## src/rtl/vga_timing_if.sv

```systemverilog
// Raster timing bundle between the VGA timing generator and the pixel/colour stage.
// No valid/ready: every clk carries exactly one raster position, and the consumer samples it unconditionally.
interface vga_timing_if;
    logic       mode;
    logic       o_hsync;
    logic       o_vsync;
    logic [9:0] o_hpos;
    logic [9:0] o_vpos;
    logic       o_hmax;
    logic       o_vmax;
    logic       o_hblank;
    logic       o_vblank;
    logic       o_visible;
    logic       o_mode;

    modport master (
        input  mode,
        output o_hsync, o_vsync, o_hpos, o_vpos, o_hmax, o_vmax,
        output o_hblank, o_vblank, o_visible, o_mode
    );

    modport slave (
        output mode,
        input  o_hsync, o_vsync, o_hpos, o_vpos, o_hmax, o_vmax,
        input  o_hblank, o_vblank, o_visible, o_mode
    );
endinterface

```

## src/rtl/vga_timing_gen.sv

```systemverilog
// Dual-mode VGA raster timing generator (640x480@60 / 640x480@72).
// Every output is a register loaded from the next raster position, so all flags describe the same pixel.
module vga_timing_gen #(
    parameter int H_VIS    = 640,
    parameter int V_VIS    = 480,
    parameter int H0_FP    = 16,
    parameter int H0_SY    = 96,
    parameter int H0_BP    = 48,
    parameter int V0_FP    = 10,
    parameter int V0_SY    = 2,
    parameter int V0_BP    = 33,
    parameter int H1_FP    = 24,
    parameter int H1_SY    = 40,
    parameter int H1_BP    = 128,
    parameter int V1_FP    = 9,
    parameter int V1_SY    = 3,
    parameter int V1_BP    = 28,
    parameter bit SYNC_POL = 1'b0
) (
    input logic         clk,
    input logic         rst_n,
    vga_timing_if.master vga
);

    localparam logic [9:0] H_VIS_W  = 10'(H_VIS);
    localparam logic [9:0] V_VIS_W  = 10'(V_VIS);
    localparam logic [9:0] H0_LAST  = 10'(H_VIS + H0_FP + H0_SY + H0_BP - 1);
    localparam logic [9:0] V0_LAST  = 10'(V_VIS + V0_FP + V0_SY + V0_BP - 1);
    localparam logic [9:0] H1_LAST  = 10'(H_VIS + H1_FP + H1_SY + H1_BP - 1);
    localparam logic [9:0] V1_LAST  = 10'(V_VIS + V1_FP + V1_SY + V1_BP - 1);
    localparam logic [9:0] HS0_BEG  = 10'(H_VIS + H0_FP);
    localparam logic [9:0] HS0_END  = 10'(H_VIS + H0_FP + H0_SY);
    localparam logic [9:0] VS0_BEG  = 10'(V_VIS + V0_FP);
    localparam logic [9:0] VS0_END  = 10'(V_VIS + V0_FP + V0_SY);
    localparam logic [9:0] HS1_BEG  = 10'(H_VIS + H1_FP);
    localparam logic [9:0] HS1_END  = 10'(H_VIS + H1_FP + H1_SY);
    localparam logic [9:0] VS1_BEG  = 10'(V_VIS + V1_FP);
    localparam logic [9:0] VS1_END  = 10'(V_VIS + V1_FP + V1_SY);

    logic [9:0] hpos_q, vpos_q;
    logic       hmax_q, vmax_q, hblank_q, vblank_q, visible_q;
    logic       hsync_q, vsync_q, mode_q;

    logic [9:0] hpos_d, vpos_d;
    logic       mode_d;
    logic       frame_end;
    logic [9:0] h_last, v_last, hs_beg, hs_end, vs_beg, vs_end;

    always_comb begin
        frame_end = hmax_q & vmax_q;
        // The requested mode is only taken on the frame-end edge, so a frame never mixes timings.
        mode_d    = frame_end ? vga.mode : mode_q;

        if (hmax_q) begin
            hpos_d = '0;
            vpos_d = vmax_q ? '0 : vpos_q + 10'd1;
        end else begin
            hpos_d = hpos_q + 10'd1;
            vpos_d = vpos_q;
        end

        h_last = mode_d ? H1_LAST : H0_LAST;
        v_last = mode_d ? V1_LAST : V0_LAST;
        hs_beg = mode_d ? HS1_BEG : HS0_BEG;
        hs_end = mode_d ? HS1_END : HS0_END;
        vs_beg = mode_d ? VS1_BEG : VS0_BEG;
        vs_end = mode_d ? VS1_END : VS0_END;
    end

    always_ff @(posedge clk or negedge rst_n) begin
        if (!rst_n) begin
            hpos_q    <= '0;
            vpos_q    <= '0;
            hmax_q    <= 1'b0;
            vmax_q    <= 1'b0;
            hblank_q  <= 1'b0;
            vblank_q  <= 1'b0;
            visible_q <= 1'b1;
            hsync_q   <= ~SYNC_POL;
            vsync_q   <= ~SYNC_POL;
            mode_q    <= 1'b0;
        end else begin
            hpos_q    <= hpos_d;
            vpos_q    <= vpos_d;
            mode_q    <= mode_d;
            hmax_q    <= (hpos_d == h_last);
            vmax_q    <= (vpos_d == v_last);
            hblank_q  <= (hpos_d >= H_VIS_W);
            vblank_q  <= (vpos_d >= V_VIS_W);
            visible_q <= (hpos_d < H_VIS_W) && (vpos_d < V_VIS_W);
            hsync_q   <= (hpos_d >= hs_beg && hpos_d < hs_end) ? SYNC_POL : ~SYNC_POL;
            // vpos only moves when hpos wraps to 0, which keeps vsync line-aligned.
            vsync_q   <= (vpos_d >= vs_beg && vpos_d < vs_end) ? SYNC_POL : ~SYNC_POL;
        end
    end

    assign vga.o_hpos    = hpos_q;
    assign vga.o_vpos    = vpos_q;
    assign vga.o_hmax    = hmax_q;
    assign vga.o_vmax    = vmax_q;
    assign vga.o_hblank  = hblank_q;
    assign vga.o_vblank  = vblank_q;
    assign vga.o_visible = visible_q;
    assign vga.o_hsync   = hsync_q;
    assign vga.o_vsync   = vsync_q;
    assign vga.o_mode    = mode_q;

endmodule

```

## src/flat_wrapper.sv

```systemverilog
// flat-port wrapper written by rule: the top's interface ports become plain ports
module vga_timing_gen_flat 
#(
    parameter int H_VIS    = 640,
    parameter int V_VIS    = 480,
    parameter int H0_FP    = 16,
    parameter int H0_SY    = 96,
    parameter int H0_BP    = 48,
    parameter int V0_FP    = 10,
    parameter int V0_SY    = 2,
    parameter int V0_BP    = 33,
    parameter int H1_FP    = 24,
    parameter int H1_SY    = 40,
    parameter int H1_BP    = 128,
    parameter int V1_FP    = 9,
    parameter int V1_SY    = 3,
    parameter int V1_BP    = 28,
    parameter bit SYNC_POL = 1'b0
)
  (clk, rst_n, vga_mode, vga_o_hsync, vga_o_vsync, vga_o_hpos, vga_o_vpos, vga_o_hmax, vga_o_vmax, vga_o_hblank, vga_o_vblank, vga_o_visible, vga_o_mode);
  vga_timing_if vga_i ();
  input logic clk;
  input logic rst_n;
  input wire logic [$bits(vga_i.mode)-1:0] vga_mode;
  output wire logic [$bits(vga_i.o_hsync)-1:0] vga_o_hsync;
  output wire logic [$bits(vga_i.o_vsync)-1:0] vga_o_vsync;
  output wire logic [$bits(vga_i.o_hpos)-1:0] vga_o_hpos;
  output wire logic [$bits(vga_i.o_vpos)-1:0] vga_o_vpos;
  output wire logic [$bits(vga_i.o_hmax)-1:0] vga_o_hmax;
  output wire logic [$bits(vga_i.o_vmax)-1:0] vga_o_vmax;
  output wire logic [$bits(vga_i.o_hblank)-1:0] vga_o_hblank;
  output wire logic [$bits(vga_i.o_vblank)-1:0] vga_o_vblank;
  output wire logic [$bits(vga_i.o_visible)-1:0] vga_o_visible;
  output wire logic [$bits(vga_i.o_mode)-1:0] vga_o_mode;
  assign vga_i.mode = vga_mode;
  assign vga_o_hsync = vga_i.o_hsync;
  assign vga_o_vsync = vga_i.o_vsync;
  assign vga_o_hpos = vga_i.o_hpos;
  assign vga_o_vpos = vga_i.o_vpos;
  assign vga_o_hmax = vga_i.o_hmax;
  assign vga_o_vmax = vga_i.o_vmax;
  assign vga_o_hblank = vga_i.o_hblank;
  assign vga_o_vblank = vga_i.o_vblank;
  assign vga_o_visible = vga_i.o_visible;
  assign vga_o_mode = vga_i.o_mode;
  vga_timing_gen #(.H_VIS(H_VIS), .V_VIS(V_VIS), .H0_FP(H0_FP), .H0_SY(H0_SY), .H0_BP(H0_BP), .V0_FP(V0_FP), .V0_SY(V0_SY), .V0_BP(V0_BP), .H1_FP(H1_FP), .H1_SY(H1_SY), .H1_BP(H1_BP), .V1_FP(V1_FP), .V1_SY(V1_SY), .V1_BP(V1_BP), .SYNC_POL(SYNC_POL)) u_core (.clk(clk), .rst_n(rst_n), .vga(vga_i));
endmodule
```

## config.mk

```make
export PLATFORM = sky130hd
export DESIGN_NAME = vga_timing_gen_flat
export DESIGN_NICKNAME = d
export VERILOG_FILES = /design/src/rtl/vga_timing_if.sv /design/src/rtl/vga_timing_gen.sv /design/src/flat_wrapper.sv
export SDC_FILE = /design/constraint.sdc
export NUM_CORES = 1
export LEC_CHECK = 0
export BUFFER_PORTS_ARGS = -buffer_cell sky130_fd_sc_hd__buf_2
export CAP_MARGIN = 20
export CORE_MARGIN = 8
export CORE_UTILIZATION = 35
export CTS_CLUSTER_DIAMETER = 30
export DETAILED_ROUTE_END_ITERATION = 8
export HOLD_SLACK_MARGIN = 0.1
export PLACE_DENSITY_LB_ADDON = 0.3
export SLEW_MARGIN = 10
export SYNTH_ARGS = -nofsm -noshare
export SYNTH_HDL_FRONTEND = slang
export SYNTH_SLANG_ARGS = --single-unit
```

## constraint.sdc

```tcl
create_clock -name clk -period 2 [get_ports clk]
set_input_delay 0.3 -clock clk [delete_from_list [all_inputs] [get_ports clk]]
set_output_delay 0.3 -clock clk [all_outputs]
set_load 0.03 [all_outputs]
```

# After elaboration in Yosys (flattened, before gate mapping)
# Index checks and enable logic that the tools add are counted.
[totals]
register_bits = 28
word_cells = 37
[op_classes]
n_addsub = 2
magnitude_cmp = 8
eq_ne = 2
muxes = 11
bitwise = 1
reduce_logical = 3
[op_table]
columns = ["cell", "n"]
rows = [
  ["2-to-1 mux 10 bit", 3],
  ["adder 10 x 1 -> 10 bit, second input constant", 2],
  ["equality test 10 bit", 2],
  [">= comparator 10 bit", 2],
  ["less-than comparator 10 x 9 -> 1 bit, second input constant", 2],
  ["2-to-1 mux 6 bit", 2],
  [">= comparator 10 bit, second input constant", 1],
  [">= comparator 10 x 9 -> 1 bit, second input constant", 1],
  ["less-than comparator 10 bit", 1],
  ["less-than comparator 10 bit, second input constant", 1],
  ["2-to-1 mux 4 bit", 2],
  ["logical AND 1 bit", 3],
  ["2-to-1 mux 1 bit", 3],
  ["2-to-1 mux 2 bit", 1],
  ["AND 1 bit", 1],
]

# Longest topological paths before layout
# Gate-level depths: netlist of run 1.
[logic_depth]
depth_word = 6
ltp_mapped = 9

# Least setup slack after synthesis of run 1
# No wires, ideal clock.
[synth_path]
path_type = "register to register"
from = "register u_core.vmax_q, in the netlist u_core.vga.o_vmax"
to = "register u_core.hmax_q, in the netlist u_core.vga.o_hmax"
setup_time_ns = 0.100
arrival_ns = 1.975
required_time_ns = 1.900
path_slack_ns = -0.075
stages_incl_launch_ff = 8
synth_period_minus_slack_ns = 2.075
cell_sequence = "dfrtp_1 nand2_1 mux2i_1 inv_1 ha_1 nor4_1 nand4b_1 nor4bb_1"
[synth_between]
elab_chain_cells = 4
[synth_rtl]
columns = ["item", "line_no", "text"]
rows = [
  ["start, declared", "vga_timing_gen.sv:41", "logic hmax_q, vmax_q, hblank_q, vblank_q, visible_q;"],
  ["start signal, assigned", "vga_timing_gen.sv:87", "vmax_q <= (vpos_d == v_last);"],
  ["AND 1 bit", "vga_timing_gen.sv:50", "frame_end = hmax_q & vmax_q;"],
  ["2-to-1 mux 1 bit", "vga_timing_gen.sv:52", "mode_d = frame_end ? vga.mode : mode_q;"],
  ["via u_core.mode_d", "vga_timing_gen.sv:45", "logic mode_d;"],
  ["2-to-1 mux 6 bit", "vga_timing_gen.sv:62", "h_last = mode_d ? H1_LAST : H0_LAST;"],
  ["equality test 10 bit", "vga_timing_gen.sv:86", "hmax_q <= (hpos_d == h_last);"],
  ["end signal, assigned", "vga_timing_gen.sv:86", ""],
  ["end, declared", "vga_timing_gen.sv:41", ""],
]
# The timed path passes the listed nets, and every way through them passes these cells.

# Worst setup path after layout of run 1
[layout_path]
from = "register u_core.hpos_q[1], in the netlist u_core.vga.o_hpos[1]"
to = "register u_core.hmax_q, in the netlist u_core.vga.o_hmax"
[layout_between]
elab_chain_cells = 3
[layout_rtl]
columns = ["item", "line_no", "text"]
rows = [
  ["start, declared", "vga_timing_gen.sv:40", "logic [9:0] hpos_q, vpos_q;"],
  ["start signal, assigned", "vga_timing_gen.sv:83", "hpos_q <= hpos_d;"],
  ["adder 10 x 1 -> 10 bit", "vga_timing_gen.sv:58", "hpos_d = hpos_q + 10'd1;"],
  ["2-to-1 mux 10 bit", "vga_timing_gen.sv:54", "if (hmax_q) begin"],
  ["via u_core.hpos_d[5]", "vga_timing_gen.sv:44", "logic [9:0] hpos_d, vpos_d;"],
  ["equality test 10 bit", "vga_timing_gen.sv:86", ""],
]
# The timed path passes the listed nets, and every way through them passes these cells.

==> results, run 1 <==
- The met1 demand-to-capacity share in global routing is 14.5%.
- The synthesized flop and latch total is 28.
- The end of the worst register-to-register path is u_core.vga.o_hmax.
- The most used flip-flop cell after synthesis is sky130_fd_sc_hd__dfrtp_1.
- After clock tree synthesis, the clock-pin slew on the worst setup and hold paths is around 0.10 ns.
- The first global-routing pass estimated about 6.6 mm of wire.
- The initial antenna violation count is 0.
- For this design the ratio of total power to cell area is ~460 nW/um2.
- The actual transition at the worst max-transition pin is approximately 0.65 ns.
- The number of global-route vias before repair came to approximately 1.3k.
- By startpoint and endpoint, the worst setup path is classified as reg2reg.
- The total half-perimeter wirelength after legalization and detailed placement is 3.08 mm.
- The number of warnings printed during yosys synthesis is 0.
- The share of synthesized flip-flops with an asynchronous set or reset is 100%.
- For this configuration, the core starts out at a cell density of a little over a third.
- The total count of hold-check failures in the final report came to 0.
- The data required time at the worst endpoint is 2.19 ns.
- The synthesized netlist contains 45 unique library cells.
- The xor/xnor cell area share of the yosys netlist is under 10%.
- From synthesis to final layout, the design area changed by 33.0%.
- The worst vdd rail ir drop is 244 uV.
- The worst setup path is captured at a register.
- The average routed wire per standard cell is roughly 15 um.
- The utilization after layout is 48.3%.
- The remaining global-route overflow is 0.
- The hold path depth is 4.
- Of the total synthesized cell area, the portion taken by full adders, half adders and majority gates is roughly 4.7%.
- After global routing, the most crowded layer is met2.
- The tightest slew margin relative to the limit is between 50% and 60%.
- Summed over all cells, the static leakage comes to 0.934 nW.
- The met2 usage in global routing is between 15 and 20%.
- The worst setup skew after layout is approximately 0.0042 ns.
- Hold timing on the final database bottoms out at a slack of about 0.45 ns.
- The total count of max-transition violations in the final report came to 0.
- The chip height is approximately 83 um.
- In this run the register-to-register setup slack is 0.07 ns.
- Sequential cells were found to cover 44.2% of the synthesized design area.
- The met3 track demand over resource in global routing is under 10%.
- STA puts the critical path data arrival time at 2.12 ns.
- The synthesized netlist devotes a little under a quarter of its cell area to simple gates.
- The root buffer cell is sky130_fd_sc_hd__clkbuf_8.
- For this run, the post-layout net count is ~230.
- The number of DRC markers after the initial detailed-route iteration is 130.
- The worst setup margin is between 0.07 and 0.08 ns.
- The cell row count is 24.
- The synthesized netlist net count is 177.
- The clock reaches the later pin of the worst-skew pair after roughly 0.28 ns.
- Before antenna repair, the detailed router went through 4 iterations.
- In this run the remaining antenna-violating nets after routing total 0.
- Entering global routing, the biggest net connects 29 pins.
- Before CTS, the worst setup slack after placement is 0.0563 ns.
- In the final layout, the share of cells above drive strength 1 is 38.8%.
- The area of the placeable core is 4380 um2.
- The worst register-to-register path has a depth of 8.
- The filler cell count in the final layout is 416.
- By area, the combinational part of the netlist is dominated by simple AND/OR/NAND/NOR gates.
- Across all layers, the routed design uses ~1.5k vias.
- The worst path uses 96.4% of the clock period.
- After synthesis, the share of cell area in mux cells is 3.22%.
- For hold timing, the worst endpoint is u_core.vga.o_mode.
- After technology mapping, the gate count stands at between 150 and 200.
- Timing would allow up to roughly 0.52 GHz.
- The clock tree buffer depth is 2.
- The number of CTS-inserted buffers is 3.
- Setup violations remaining at the end of the flow were counted as 0.
- The global placer's final weighted congestion is between 0.8 and 0.9.
- Of all nets on the critical path, the largest fanout is 5.
- The mean post-synth cell area is around 9.5 um2.
- 0 antenna diodes ended up in the layout.
- The count of port buffers added during placement is 30.
- The run finished with clean final reports.
- In this run the most critical hold path is launched from vga_mode.
- The total standard cell area after synthesis is 1590 um2.
- The CTS sink count is 28.
- Summing internal, switching and leakage power gives between 0.9 and 1 mW.
- The number of top-level design ports is 31.
- In the global route stage, overall resource usage came out at roughly 11%.
- The horizontal extent of the die is around 83 um.
- In this run the critical register-to-register path is launched from u_core.vga.o_hpos[1].
- TritonCTS built the clock tree.
- The complex-gate fraction of the synthesized area is between 10% and 20%.
- The post-detailed-route DRC marker count is 0.
- The number of H-tree branching levels is 1.
- STA classifies the critical path startpoint as a register.
- The count of flip-flops with a built-in enable after synthesis is 0.
- The kind of path behind the tightest hold check is in2reg.
- The average vias per placed instance is between 5 and 6.
- The floorplan step defined a die boundary enclosing around 7000 um2.
- The max-capacitance violation count is 0.
- Setup repair after global routing could not meet its margin everywhere.
- The smallest clock period supported by the final layout is computed as a little under 2 ns.
- The aggregate routed wire length is between 4 and 5 mm.
[cell usage after synthesis, types with 3 or more instances]
library cell / n / share of area, %
sky130_fd_sc_hd__a21oi_1: 4 / 1.3
sky130_fd_sc_hd__nor4_1: 4 / 1.6
sky130_fd_sc_hd__nand2_1: 10 / 2.4
sky130_fd_sc_hd__xnor2_1: 6 / 3.3
sky130_fd_sc_hd__ha_1: 6 / 4.7
sky130_fd_sc_hd__o21ai_0: 6 / 1.9
sky130_fd_sc_hd__xor2_1: 4 / 2.2
sky130_fd_sc_hd__clkbuf_1: 3 / 0.71
sky130_fd_sc_hd__dfstp_2: 3 / 4.9
sky130_fd_sc_hd__and2_1: 3 / 1.2
sky130_fd_sc_hd__nor2b_1: 3 / 1.2
sky130_fd_sc_hd__mux2i_1: 4 / 2.5
sky130_fd_sc_hd__dfrtp_1: 25 / 39
sky130_fd_sc_hd__nand4_1: 6 / 2.4
sky130_fd_sc_hd__nand3_1: 13 / 4.1
sky130_fd_sc_hd__nand2b_1: 3 / 1.2
sky130_fd_sc_hd__o22ai_1: 4 / 1.6
sky130_fd_sc_hd__inv_1: 13 / 3.1
sky130_fd_sc_hd__nor2_1: 15 / 3.5
sky130_fd_sc_hd__nor3_1: 5 / 1.6
[cells by family (layout without fill, tap and decap cells)]
group,after synthesis,in the layout
AOI/OAI and AO/OA,31,31
muxes,5,5
and+or+nand+nor,70,70
buffers and inverters,18,69
DFF,28,28
adders and majority gates,6,6
xor gates and xnor gates,10,10
[where the power goes]
| part | internal, mW | total, mW | switching, mW |
|---|---|---|---|
| logic | 0.0175 | 0.0431 | 0.0256 |
| clock network | 0.177 | 0.368 | 0.191 |
| registers | 0.567 | 0.568 | 0.000948 |
[cell usage in the layout, fill, tap and decap left out, drive strengths merged, types with 2 or more instances in the layout]
master,Yosys,final
nor2,15,15
or2,2,2
nand2b,3,3
a22o,2,2
and2,3,3
nor3,5,5
xnor2,6,6
o21ai,7,7
nor2b,3,3
ha,6,6
dfrtp,25,25
clkbuf,3,4
inv,13,13
a311oi,2,2
dfstp,3,3
nand2,10,10
mux2i,4,4
xor2,4,4
o22ai,4,4
a21boi,2,2
buf,2,51
a21oi,4,4
nor4,4,4
nand4,7,7
nand3,13,13
[metrics by stage]
step	instances	cell area, um2	setup TNS (ns)
after floorplan	168	1600	0
after global placement	260	1910	0
after detailed placement	260	1910	0
after CTS	265	1970	0
after global routing	271	2120	-0.112
final	271	2120	0
[sequential cells by signal (all words and copies together) (netlist names)]
name / flops
u_core.vga.o_hpos: 10
u_core.vga.o_vpos: 10
u_core.vga.o_hblank: 1
u_core.vga.o_hmax: 1
u_core.vga.o_hsync: 1
u_core.vga.o_mode: 1
u_core.vga.o_vblank: 1
u_core.vga.o_visible: 1
u_core.vga.o_vmax: 1
u_core.vga.o_vsync: 1
[worst max-delay path, stage by stage, from the launching register on]
cell and delay, ns:
sky130_fd_sc_hd__dfrtp_2 0.42, sky130_fd_sc_hd__nand2_2 0.08, sky130_fd_sc_hd__nor2_2 0.10, sky130_fd_sc_hd__xor2_1 0.19
sky130_fd_sc_hd__and2_4 0.19, sky130_fd_sc_hd__ha_4 0.21, sky130_fd_sc_hd__nor4_4 0.25, sky130_fd_sc_hd__nand4b_1 0.13
sky130_fd_sc_hd__nor4bb_1 0.27
[repair_timing]
item / in CTS / in global routing
endpoints found under the setup margin: 0 / 4
buffers inserted: 0 / 6
resized for setup: 0 / 19
hold endpoints to repair: 25 / 0
hold buffers: 1 / 0
[area by class of cell]
type | count | area [um2] | share of cell area (%)
well taps | 52 | 65.1 | 3.07
repair buffers | 52 | 325 | 15.4
inverters | 13 | 48.8 | 2.30
multi-input cells | 122 | 910 | 42.9
clock buffers | 4 | 55.1 | 2.60
flip-flops and latches | 28 | 714 | 33.7
[worst max path at each step]
| stage | startpoint | to | slack, ns | cells past startpoint |
|---|---|---|---|---|
| 2_1_floorplan | u_core.vga.o_hpos[3] | u_core.vga.o_hmax | 0.01 | 8 |
| 3_3_place_gp | u_core.vga.o_hpos[1] | u_core.vga.o_hmax | 0.13 | 8 |
| 3_5_place_dp | u_core.vga.o_hpos[1] | u_core.vga.o_hmax | 0.06 | 8 |
| 4_1_cts | u_core.vga.o_hpos[1] | u_core.vga.o_hmax | 0.05 | 8 |
| 5_1_grt | u_core.vga.o_hpos[1] | u_core.vga.o_hmax | -0.06 | 8 |
| 6_report | u_core.vga.o_hpos[1] | u_core.vga.o_hmax | 0.07 | 8 |
[metal layers]
layer  up-vias  share of wire [%]
met5         -                  0
met4         0                1.7
met3         5                4.2
met2        27                 46
met1       714                 48
li1        706                  -
Power figures use the tool's default switching activity.
==> run 2: changes to the inputs <==
CORE_MARGIN = 3   (was 8)
SKIP_LAST_GASP = 1   (was not set)
==> run 2 against run 1 <==
  * The flow now finishes with violations (negative setup slack)
  * Sequential power about the same
  * Via count down 0.96%
  * Total power up 7.5%
  * Count of clock-buffer cells in the layout shrank 1
  * Final cell count did not move
  * Combinational power decreased by 2%
  * Global-route usage up 4.8 points
  * Non-clock buffer count rose by 2
  * Flip-flop and latch count did not move
  * Highest routed layer unchanged
==> results, run 2 (synthesized netlist as in run 1, its figures left out) <==
- Of the total power, combinational logic draws under 10%.
- The placed instance count is about 260.
- The total count of max-transition violations in the final report came to 0.
- The total area inside the core boundary comes to 4200 um2.
- The maximum fanout along the worst path is 6.
- Data on the critical path arrives at its endpoint at ~2.2 ns.
- At the pin with the least slew margin, the transition time is roughly 0.64 ns.
- TritonCTS built the clock tree.
- For this configuration, the core starts out at a cell density of 37.9%.
- The aggregate routed wire length is around 4.0 mm.
- Summing all multi-input logic gate instances after layout gives 888 um2.
- The area added between synthesis and finish is 32.9%.
- Net switching is a little under a fifth of the power.
- The detailed router finished its first iteration with between 90 and 100 violations.
- The power share of the sequential group is between 50% and 60%.
- The count of port buffers added during placement is 30.
- The wire length of the first global-routing pass is roughly 6.8 mm.
- The worst setup path is captured at a register.
- After layout, the worst setup slack is -0.0298 ns.
- The number of antenna diodes in the final layout is 0.
- The run finished, with violations left.
- The initial antenna violation count is 0.
- The analysis attributes to cell leakage a power of roughly 0.95 nW.
- Across every metal layer, demand over resource in global routing totals between 10% and 20%.
- Setup violations remaining at the end of the flow were counted as 1.
- The clock tree buffer depth is 2.
- The number of H-tree branching levels is 1.
- The filler cell count in the final layout is between 300 and 400.
- The global placer's final weighted congestion is between 0.8 and 0.9.
- The number of CTS-inserted buffers is 3.
- Row generation in the floorplan step produced 23 rows.
- In the final layout, flip-flops and latches occupy slightly above 700 um2.
- The net switching power is approximately 0.20 mW.
- The class of the most critical setup path is reg2reg.
- In this run the power density over the cells is between 400 and 500 nW/um2.
- The clock arrives with between 0.0015 and 0.002 ns of skew.
- Per report_power, the clock group accounts for 42.0% of the total.
- Cells fill 50.4% of the core in the end.
- Headroom to the max-slew limit came out at between 50% and 60%.
- In the final layout, the share of cells above drive strength 1 is approximately 39%.
- The routed design could run at a clock period as short as 2.03 ns.
- The kind of path behind the tightest hold check is in2reg.
- The worst setup path is launched from a register.
- The detail route stage leaves a number of antenna-violating nets equal to 0.
- The checks that failed: negative setup slack.
- Dividing the detail-routed via count by the number of cells gives about 5.3.
- The number of top-level design ports is 31.
- The number of global-route vias before repair came to ~1.4k.
- Clock-pin slew was measured on the worst setup and hold paths at about 0.090 ns.
- Leaving out fill and tap cells, the most frequent cells in the layout are sky130_fd_sc_hd__buf_2, sky130_fd_sc_hd__buf_4, sky130_fd_sc_hd__dfrtp_1, sky130_fd_sc_hd__nor2_1, sky130_fd_sc_hd__nand3_1.
- The pin count of the biggest net entering global routing is 29.
- The post-detailed-route DRC marker count is 0.
- Summed over all layers, the global routing overflow is 0.
- After the last flow step, the layout net total stands at between 200 and 250.
- Once layout is complete, the cells apart from fillers number 271.
- The routed layout has between 1k and 1.5k vias.
- The die covers 5400 um2.
- The commonest non-fill, non-tap cell in the layout is sky130_fd_sc_hd__buf_2.
- Setup repair after global routing could not meet its margin everywhere.
- The count of TritonRoute iterations in the first routing pass is 4.
- In the final routed layout, each cell accounts on average for 14.7 um.
- The total count of hold-check failures in the final report is 0.
- Static timing analysis puts the maximum clock frequency at 0.493 GHz.
- The floorplan step set the die width to 73.5 um.
- The max-capacitance violation count is 0.
- The data required time at the worst endpoint is around 2.2 ns.
- Internal power comes to 0.852 mW.
- The worst vdd rail ir drop is approximately 310 uV.
- For this design, the sink count on the clock tree is 28.
- The later-pin clock latency in the skew report is around 0.27 ns.
- The tree is rooted in a sky130_fd_sc_hd__clkbuf_8.
- The total half-perimeter wirelength after legalization and detailed placement is about 2.9 mm.
- The final critical path takes up 101% of the cycle.
- The chip height is ~73 um.
run 2: cell count changes in the layout (fill, tap and decap cells not counted), moves of 2 or more:
cell,before,now
sky130_fd_sc_hd__buf_6,2,0
sky130_fd_sc_hd__buf_4,19,23
sky130_fd_sc_hd__nor4_2,0,2
sky130_fd_sc_hd__ha_1,2,4
sky130_fd_sc_hd__nor4_1,3,1
sky130_fd_sc_hd__ha_4,3,1
run 2: power groups by stage:
stage,combinational [mW],sequential (mW),clock (mW)
after global placement,0.0309,0.579,0
final,0.0424,0.568,0.442
after global routing,0.0486,0.568,0.484
after floorplan,0.0104,0.581,0
after CTS,0.0355,0.567,0.457
after detailed placement,0.0320,0.578,0
run 2: layout make-up:
type	instances	share of cell area, %
clock buffers	3	1.95
clock inverters	1	1.42
inverters	13	2.30
multi-input cells	122	42.0
flip-flops and latches	28	33.7
well taps	50	2.96
repair buffers	54	15.7
run 2: metrics by stage:
stage          setup WS (ns)  instance area, um2  TNS (ns)  hold WS (ns)  total power [mW]
2_1_floorplan         0.0110                1600         0       0.00441             0.591
3_3_place_gp          0.0979                1940         0         0.358             0.610
3_5_place_dp          0.0547                1940         0         0.365             0.610
4_1_cts              0.00534                2030         0         0.351              1.06
5_1_grt               -0.168                2120    -0.362         0.399              1.10
6_report             -0.0298                2120   -0.0298         0.392              1.05
run 2: per-layer routing:
layer / wire length (um) / vias up / global-route usage [%]
met4: 36 / 0 / 4.63
li1: - / 712 / -
met2: 1760 / 31 / 23.5
met3: 190 / 4 / 3.97
met1: 1990 / 691 / 23.4
met5: 0 / - / 0
run 2: worst max-delay path: stages (launching register included):
cell and delay (ns):
sky130_fd_sc_hd__dfrtp_2 0.45, sky130_fd_sc_hd__nand2_2 0.09, sky130_fd_sc_hd__mux2i_2 0.25, sky130_fd_sc_hd__inv_2 0.12
sky130_fd_sc_hd__ha_4 0.26, sky130_fd_sc_hd__nor4_4 0.25, sky130_fd_sc_hd__nand4b_1 0.16, sky130_fd_sc_hd__nor4bb_2 0.34
run 2: path summary, 6_finish.rpt:
check | slack (ns) | end | cells after the start | start
max | -0.03 | u_core.vga.o_hmax | 7 | u_core.vga.o_hmax
min | 0.39 | u_core.vga.o_mode | 3 | vga_mode
max reg2reg | -0.03 | u_core.vga.o_hmax | 7 | u_core.vga.o_hmax
min reg2reg | 0.62 | u_core.vga.o_hpos[0] | 2 | u_core.vga.o_hpos[0]
max in group asynchronous | 0.97 | u_core.vga.o_vpos[0] | 2 | rst_n
min in group asynchronous | 0.57 | u_core.vga.o_vpos[8] | 2 | rst_n
run 2: what timing repair did:
action	in CTS	in global routing
pin swaps	0	6
hold buffers	1	0
endpoints found under the setup margin	1	5
gates resized for setup	1	16
buffers inserted	1	3
hold endpoints to repair	25	0
==> run 3: changes to the inputs <==
SKIP_LAST_GASP = not set   (was 1)
==> run 3 against run 2 <==
  * The flow still finishes with violations (negative setup slack)
  * Design area did not move
  * Critical endpoint unchanged
  * Utilization is the same
  * Clock skew about the same
==> results, run 3 (synthesized netlist as in run 1, its figures left out) <==
- For the pin with the worst max-slew slack, the measured transition is 0.634 ns.
- The tightest min-delay check is of the in2reg type.
- The worst min-delay path startpoint is vga_mode.
- The length of routed met2 wiring is around 1.8 mm.
- The count of TritonRoute iterations in the first routing pass is 4.
- The horizontal extent of the die is 73.5 um.
- Relative to the synthesized area, the layout overhead comes to 32.9%.
- The root buffer cell is sky130_fd_sc_hd__clkbuf_8.
- For this block, the initial DRC count from the detailed router was 85.
- The worst register-to-register path ends at u_core.vga.o_hmax.
- The effective utilization at floorplan is 37.9%.
- The floorplan has 23 rows.
- The clock power share is 42.0%.
- In this run the count of I/O pins placed on the die edge is 31.
- CTS built an H-tree with a depth of 1.
- Once detail routing completed, the nets flagged for antenna violations numbered 0.
- The beginning of the worst register-to-register path is u_core.vga.o_hmax.
- The overall via count from detail_route is about 1.4k.
- In this run the tightest slew margin relative to its limit is 57.7%.
- In the final layout, the share of cells above drive strength 1 is 39.4%.
- In the routed design, unresolved DRC markers number 0.
- The critical path startpoint category is a register.
- Leaving out fill and tap cells, the most frequent cell in the layout is sky130_fd_sc_hd__buf_2.
- The setup path with the least slack is of type reg2reg.
- In this run the power spent charging and discharging nets is approximately 0.2 mW.
- The worst vdd rail ir drop is roughly 310 uV.
- The detailed router put a total of between 1.5 and 2 mm of wire on met1.
- Buffers inserted during clock tree synthesis total 3.
- The worst hold endpoint is u_core.vga.o_mode.
- The placed instances occupy a cell area of between 1500 and 2000 um2.
- The total count of max-transition violations in the final report was 0.
- Clock latency on the worst-skew pair, taken at its later pin, is approximately 0.27 ns.
- The area of the placeable core is ~4200 um2.
- The hold path depth is 3.
- After clock tree synthesis, the clock-pin slew on the worst setup and hold paths is approximately 0.090 ns.
- The endpoint class of the critical path is a register.
- The area of the die is 5400 um2.
- The number of global-route vias before repair is 1396.
- The final cell count without fillers is about 270.
- The internal power contribution is between 0.8 and 0.9 mW.
- After detailed routing, the average wire length per cell comes to about 15 um.
- The count of port buffers added during placement is 30.
- The cell with the biggest individual delay on the critical path is sky130_fd_sc_hd__dfrtp_2.
- The congestion estimate from routability-driven global placement came to ~0.87.
- Setup violations remaining at the end of the flow were counted as 1.
- The slack of the worst reg-to-reg path is -0.03 ns.
- The checks that failed: negative setup slack.
- The number of placed instances, taps included, is roughly 260.
- The wire length of the first global-routing pass is 6.84 mm.
- For this design the static power due to leakage is between 0.9 and 1 nW.
- The total global-route track usage is 16.1%.
- The clock passes through at most 2 buffers.
- The power share of the sequential group is 53.9%.
- The flow ran to the end, but the final reports show violations.
- TritonCTS built the clock tree.
- The highest metal layer carrying signal wires in the routed design is met4.
- The arrival time at the worst endpoint is roughly 2.2 ns.
- After global routing the overflow that remains totals 0.
- For this run, the post-layout net count is about 230.
- The total count of hold-check failures in the final report is 0.
- The average vias per placed instance is about 5.3.
- In the layout the commonest cells are sky130_fd_sc_hd__buf_2, sky130_fd_sc_hd__buf_4, sky130_fd_sc_hd__dfrtp_1, sky130_fd_sc_hd__nor2_1, sky130_fd_sc_hd__nand3_1.
- The die is roughly 73 um tall.
- Combinational logic burns under 10% of the power.
- The worst setup margin is -0.0304 ns.
- The number of antenna diodes in the final layout is 0.
- The signal on the critical path passes through nand2_2, mux2i_2, inv_2, ha_4, nor4_4, nand4b_1, nor4bb_2.
- The initial antenna violation count is 0.
- The maximum fanout along the worst path is 6.
- The ratio of final minimum period to clock period is 102%.
- The power per unit of standard cell area is just under 500 nW/um2.
- Between clock sinks in the finished design, the worst skew comes to about 0.0019 ns.
- STA puts the critical path data required time at ~2.2 ns.
- The max-capacitance violation count is 0.
- The length in cells of the worst reg-to-reg path is 7.
- Summed over all nets, wire length on met3 after detailed routing comes to ~180 um.
- The total half-perimeter wirelength after legalization and detailed placement is ~2.9 mm.
- The aggregate routed wire length is between 3 and 4 mm.
- The post-layout minimum cycle time is 2.03 ns.
- Setup repair after global routing could not meet its margin everywhere.
- The pin count of the biggest net entering global routing is 29.
- For this run, the top clock speed supported by timing is 0.493 GHz.
- For this run, the slowest stage of the critical path takes roughly 0.45 ns.
- The post-route standard cell area excluding fillers is 2120 um2.
- The clock net in this run drives a total of 28 sinks.
- Net switching is 19.1% of the power.
## run 3: cell counts in the layout (fill, tap and decap cells not counted)
No cell type changed its count.
## run 3: final cells by class
class	count	area (um2)
Inverter	13	48.8
Clock buffer	3	41.3
Tap cell	50	62.6
Fill cell	376	2080
Timing Repair Buffer	54	333
Sequential cell	28	713
Multi-Input combinational cell	122	888
Clock inverter	1	30.0
## run 3: through the flow
stage	util, %	worst slack, ns	TNS [ns]	hold slack, ns	total power [mW]
after global routing	50.4	-0.168	-0.356	0.399	1.10
after detailed placement	46.1	0.0547	0	0.365	0.610
after global placement	46.1	0.0979	0	0.358	0.610
after CTS	48.2	0.00534	0	0.351	1.06
after floorplan	-	0.0110	0	0.00441	0.591
final	50.4	-0.0304	-0.0304	0.391	1.05
## run 3: worst max path at each step
stage	startpoint	to	slack [ns]	cells after the start
3_3_place_gp	u_core.vga.o_hmax	u_core.vga.o_vmax	0.1	7
3_5_place_dp	u_core.vga.o_hmax	u_core.vga.o_hmax	0.05	7
2_1_floorplan	u_core.vga.o_hpos[3]	u_core.vga.o_hmax	0.01	8
6_report	u_core.vga.o_hmax	u_core.vga.o_hmax	-0.03	7
5_1_grt	u_core.vga.o_hmax	u_core.vga.o_hmax	-0.17	7
4_1_cts	u_core.vga.o_hmax	u_core.vga.o_hmax	0.005	7
## run 3: timing repair
action,in CTS,in global routing
gates resized for setup,1,16
hold endpoints to repair,25,0
setup endpoints to repair,1,5
pin swaps,0,8
hold buffers,1,0
setup buffers,1,3
## run 3: per-layer routing
layer  vias to the layer above  track usage (%)
li1                        713                -
met1                       689             23.4
met2                        30             23.5
met3                         4             3.97
met4                         0             4.63
met5                         -                0
## run 3: power by group through the flow
stage,clock (mW),sequential [mW],combinational [mW]
2_1_floorplan,0,0.581,0.0104
3_3_place_gp,0,0.579,0.0309
3_5_place_dp,0,0.578,0.0320
4_1_cts,0.457,0.567,0.0355
5_1_grt,0.484,0.568,0.0486
6_report,0.442,0.568,0.0424
## run 3: critical path: cells and delay by family, from the launching register on
kind,cells,cell delay (ns)
simple gates,4,0.84
flops,1,0.45
fa+ha+maj,1,0.26
mux,1,0.25
buf+inv,1,0.12
